===== src/rtl/mux_32x1_sync.sv =====
// Registered 32-to-1 word selector with a fixed one-cycle read latency (MIPS register-file read port).
// Optional load enable: define MUX_32X1_LOAD_EN to add the en port.
module mux_32x1_sync (
  input  logic        clk,
  input  logic        reset,
  output logic [31:0] Y,
  input  logic [4:0]  S,
  input  logic [31:0] I0,
  input  logic [31:0] I1,
  input  logic [31:0] I2,
  input  logic [31:0] I3,
  input  logic [31:0] I4,
  input  logic [31:0] I5,
  input  logic [31:0] I6,
  input  logic [31:0] I7,
  input  logic [31:0] I8,
  input  logic [31:0] I9,
  input  logic [31:0] I10,
  input  logic [31:0] I11,
  input  logic [31:0] I12,
  input  logic [31:0] I13,
  input  logic [31:0] I14,
  input  logic [31:0] I15,
  input  logic [31:0] I16,
  input  logic [31:0] I17,
  input  logic [31:0] I18,
  input  logic [31:0] I19,
  input  logic [31:0] I20,
  input  logic [31:0] I21,
  input  logic [31:0] I22,
  input  logic [31:0] I23,
  input  logic [31:0] I24,
  input  logic [31:0] I25,
  input  logic [31:0] I26,
  input  logic [31:0] I27,
  input  logic [31:0] I28,
  input  logic [31:0] I29,
  input  logic [31:0] I30,
  input  logic [31:0] I31
`ifdef MUX_32X1_LOAD_EN
  ,
  input  logic        en
`endif
);

  logic [31:0] next_y;

  // All 32 select codes are decoded, so the case is full and no latch can form.
  always_comb begin
    next_y = I0;
    case (S)
      5'd0:  next_y = I0;
      5'd1:  next_y = I1;
      5'd2:  next_y = I2;
      5'd3:  next_y = I3;
      5'd4:  next_y = I4;
      5'd5:  next_y = I5;
      5'd6:  next_y = I6;
      5'd7:  next_y = I7;
      5'd8:  next_y = I8;
      5'd9:  next_y = I9;
      5'd10: next_y = I10;
      5'd11: next_y = I11;
      5'd12: next_y = I12;
      5'd13: next_y = I13;
      5'd14: next_y = I14;
      5'd15: next_y = I15;
      5'd16: next_y = I16;
      5'd17: next_y = I17;
      5'd18: next_y = I18;
      5'd19: next_y = I19;
      5'd20: next_y = I20;
      5'd21: next_y = I21;
      5'd22: next_y = I22;
      5'd23: next_y = I23;
      5'd24: next_y = I24;
      5'd25: next_y = I25;
      5'd26: next_y = I26;
      5'd27: next_y = I27;
      5'd28: next_y = I28;
      5'd29: next_y = I29;
      5'd30: next_y = I30;
      5'd31: next_y = I31;
      default: next_y = I0;
    endcase
  end

  // Reset wins over the load path, including when en is low.
  always_ff @(posedge clk) begin
    if (reset) begin
      Y <= 32'h0000_0000;
    end else begin
`ifdef MUX_32X1_LOAD_EN
      if (en) begin
        Y <= next_y;
      end
`else
      Y <= next_y;
`endif
    end
  end

endmodule


===== config.mk =====
export PLATFORM = sky130hd
export DESIGN_NAME = mux_32x1_sync
export DESIGN_NICKNAME = d
export VERILOG_FILES = /design/src/rtl/mux_32x1_sync.sv
export SDC_FILE = /design/constraint.sdc
export NUM_CORES = 1
export LEC_CHECK = 0
export CAP_MARGIN = 15
export CORE_AREA = 2 2 419 421
export CTS_BUF_LIST = sky130_fd_sc_hd__clkbuf_8
export DETAILED_ROUTE_END_ITERATION = 10
export DIE_AREA = 0 0 421 423
export GPL_TIMING_DRIVEN = 0
export MAX_ROUTING_LAYER = met4
export SYNTH_ARGS = -nofsm -noshare
export SYNTH_HDL_FRONTEND = slang
export SYNTH_SLANG_ARGS = --single-unit

===== constraint.sdc =====
create_clock -name clk -period 5.2 [get_ports clk]
set_input_delay 1.04 -clock clk [delete_from_list [all_inputs] [get_ports clk]]
set_output_delay 1.04 -clock clk [all_outputs]
set_load 0.05 [all_outputs]

# Word level (Yosys, flattened, before mapping)
# Cells that the tools add are included.
# totals
input_bits,1031
register_bits,32
word_cells,34
out_inout_bits,32
# op_classes
n_reduce_logical,1
n_eq_ne,31
mux,1
# op_table
operator,count
$pmux 32 s32,1
$eq 5x5->1 const B,16
$eq 5x4->1 const B,8
$eq 5x3->1 const B,4
$eq 5x2->1 const B,2
$eq 5x1->1 const B,1
$logic_not 5->1,1

# Depth between registers and ports, before layout
# logic_depth
ltp_word,2
ltp_mapped,9

# Worst setup path after synthesis
# No wires, ideal clock.
# synth_timing
path_type,input to register
start,input S[3]
end,register Y[15]
required_time_ns,5.080
setup_time_ns,0.120
setup_slack_ns,2.584
cell_stages,9
arrival_ns,2.497
n_path_buf,4
path_cell_list,buf_6 -> buf_2 -> buf_2 -> buf_2 -> mux2i_1 -> o22ai_1 -> nor2_1 -> nand4_1 -> o31a_1
# synth_between
elab_chain_len,2
elab_cells_between_ends,33
cone_classes,31 x eq/ne; 1 x mux; 1 x reduce/logical
# synth_lines
element,line_no,rtl
from (decl),7,"input logic [4:0] S,"
$eq 5x5->1 (tied with other cells),51,case (S)
$pmux 32 s32 (*),51,
to (signal assigned),98,Y <= next_y;
to (decl),6,"output logic [31:0] Y,"
# Every way passes the cells marked *; elsewhere a longest branch is shown, timed or not.
# A chain may end at the register's enable or synchronous reset.

# Worst setup path after layout
# layout_timing
start,input S[4]
end,register Y[0]
# The elaborated chain is that of the path after synthesis.

==> results.json <==
{
  "met1_usage_pct": 23.8,
  "netlist_top_cells_area": "a22oi_1 (21%), mux2i_1 (11%), dfxtp_1 (7.5%), nor2_1 (5.4%), a21oi_1 (5.4%)",
  "synth_cell_types": 59,
  "top_register": "Y",
  "p_leak_nw": 7.15,
  "cts_made_buffers": 5,
  "ys.flop_type": "dfxtp_1",
  "p_total_mw": 2.47,
  "worst_slew_pin_slew_ns": 1.30,
  "die-area_mm2": 0.178,
  "drtIter0Drc": 1791,
  "power_switching_mw": 1.16,
  "finalHoldViolCount": 0,
  "cp-start-kind": "primary input",
  "wl_per_cell_um": 42.3,
  "status": "finished clean",
  "crit_fanout": 19,
  "grt_pass1_wl_um": 234000,
  "antenna_found_initial": 207,
  "yosys.area.top_type_share_pct": 21.4,
  "grt_pass1_vias": 16800,
  "min_from": "I0[30]",
  "internal-power_mw": 1.30,
  "grt_usage_pct": 22.0,
  "async_reset_ff_share_pct": 0,
  "layout.nets": 3286,
  "startpoint": "S[4]",
  "drv_cap": 0,
  "root_buffer": "clkbuf_8",
  "syn-num-nets": 2209,
  "swShare_pct": 47.1,
  "synth_area_per_cell_um2": 7.22,
  "min_period_over_period_pct": 96.2,
  "start_util_pct": 4.91,
  "synth_commonest_cells": "a22oi_1 (242), nor2_1 (122), mux2i_1 (96), a21oi_1 (91), clkbuf_1 (75)",
  "die_w_um": 421,
  "ys_seq_area_share_pct": 7.53,
  "relSlewSlack_pct": 13.4,
  "fillers": 20000,
  "firstDrtPassIters": 5,
  "synth_edf_count": 0,
  "routed-via-count": 17200,
  "critPathRequiredTime_ns": 5.46,
  "fmax_mhz": 200,
  "min_path_type": "primary input to flip-flop",
  "wl_um": 199000,
  "period_minus_slack_ns": 5.00,
  "antenna_left": 0,
  "synth-seq-cells": 32,
  "grtUsageMet2_pct": 38.5,
  "num_rows": 153,
  "clock_sinks": 32,
  "clk_pin_slew_ns": 0.14,
  "crit_arrival_ns": 5.27,
  "p_per_area_mw_per_mm2": 109,
  "cts_tree": "built",
  "p_comb_share_pct": 76.7,
  "drive_above_1_share_pct": 5.85,
  "viasPerCell": 3.65,
  "rsz0062_at_grt": "false",
  "syn_area_mm2": 0.00851,
  "overflow": 0,
  "area_growth_pct": 166,
  "clockPowerShare_pct": 11.7,
  "placed_cells": 4574,
  "finalMaxSlewViolations": 0,
  "top_regs": "Y: 32 flops",
  "synth_area_leader_cell": "a22oi_1",
  "dp_hpwl_um": 183000,
  "globalplace.congestion": 0.966,
  "finalSetupViolations": 0,
  "cts_setup_buffers": 0,
  "pwr-share-seq_pct": 11.6,
  "finalNonFillerCells": 4703,
  "drcViolationCount": 0,
  "cp-end-kind": "flip-flop",
  "port_buffers": 1061,
  "h-tree-depth": 2,
  "critPathKind": "primary input to flip-flop",
  "yosysWarnings": 0,
  "grt_use_met3_pct": 7.19,
  "peakVddDrop_mv": 0.0937,
  "grt_max_degree": 11,
  "core_area_mm2": 0.173,
  "cts_buffer_depth": 2,
  "die_y_um": 423,
  "largest_reg_flops": 32,
  "yosysMostFrequentCell": "a22oi_1",
  "busiest_layer": "met2",
  "io_pins": 1063,
  "syn_inst": 1178
}
## cells in the final DEF, fill, tap and decap left out, types with 6 or more instances in the layout
cell	count
clkdlybuf4s50_1	1061
a22oi_1	242
diode_2	122
nor2_1	121
mux2i_1	96
a21oi_1	91
clkbuf_1	71
buf_2	61
nand4_1	61
nand3b_1	60
a22o_1	35
a32oi_1	33
dfxtp_1	32
nand3_1	32
o22ai_1	32
o31a_1	30
o2111ai_1	29
a221oi_2	27
and2_1	13
and3_1	9
nand2_1	8
buf_1	8
buf_6	8
nor2b_1	6
clkbuf_8	6
## area by class of cell
| class | count | area [µm²] | share of cell area [%] |
|---|---|---|---|
| multi-input cells | 989 | 7150 | 31.6 |
| flip-flops and latches | 32 | 641 | 2.83 |
| repair buffers | 1071 | 10800 | 47.8 |
| well taps | 2325 | 2910 | 12.8 |
| inverters | 3 | 11.3 | 0.0497 |
| clock buffers | 6 | 82.6 | 0.365 |
| plain buffers | 153 | 718 | 3.17 |
| clock inverters | 2 | 11.3 | 0.0497 |
| diodes | 122 | 305 | 1.35 |
## path summary, 6_finish.rpt
check | to | cells after the start
max | Y[0]$_SDFF_PP0_ | 9
min | Y[30]$_SDFF_PP0_ | 4
## critical path: stages
cell and delay [ns]:
clkdlybuf4s50_1 0.51, buf_2 0.25, nor2_2 0.70, clkbuf_2 0.92
nand2_1 0.63, clkbuf_1 0.53, nor2_1 0.24, nor2_1 0.16
o31a_1 0.24
## repair_timing
item | 4_1_cts | 5_1_grt
setup endpoints to repair | 1 | 1
gates cloned | 0 | 0
hold buffers | 0 | 0
resized for setup | 1 | 0
## per-layer routing
layer,share of wire [%],wire (µm)
met5,0,0
met4,3.0,5870
met3,9.4,18700
met2,50,100000
met1,37,73900
## per-stage QoR
stage | hold WS, ns | setup slack [ns] | TNS (ns) | util, % | area, µm²
after floorplan | 1.20 | 2.58 | 0 | - | 8510
after global placement | 1.74 | -1.43 | -33.58 | 12.7 | 22000
after detailed placement | 1.74 | -0.494 | -2.65 | 12.8 | 22200
after CTS | 1.27 | 0.0555 | 0 | 12.9 | 22300
after global routing | 1.31 | 0.0513 | 0 | 13.1 | 22600
final | 1.30 | 0.197 | 0 | 13.1 | 22600
## cells by family after synthesis
group / count (synthesis) / share of synthesized area [%]
AOI/OAI and AO/OA: 541 / 49.0
and+or+nand+nor: 347 / 22.6
buffers and inverters: 157 / 8.57
muxes: 101 / 12.2
DFF: 32 / 7.53
## power groups by stage
stage | registers (mW) | logic, mW | clock network, mW
floorplan | 0.390 | 0.341 | 0
global placement | 0.291 | 1.89 | 0
detailed placement | 0.291 | 1.90 | 0
CTS | 0.286 | 1.91 | 0.303
global route | 0.288 | 1.94 | 0.301
finish | 0.286 | 1.89 | 0.288
Note: power is estimated with default switching activity, not from simulation.
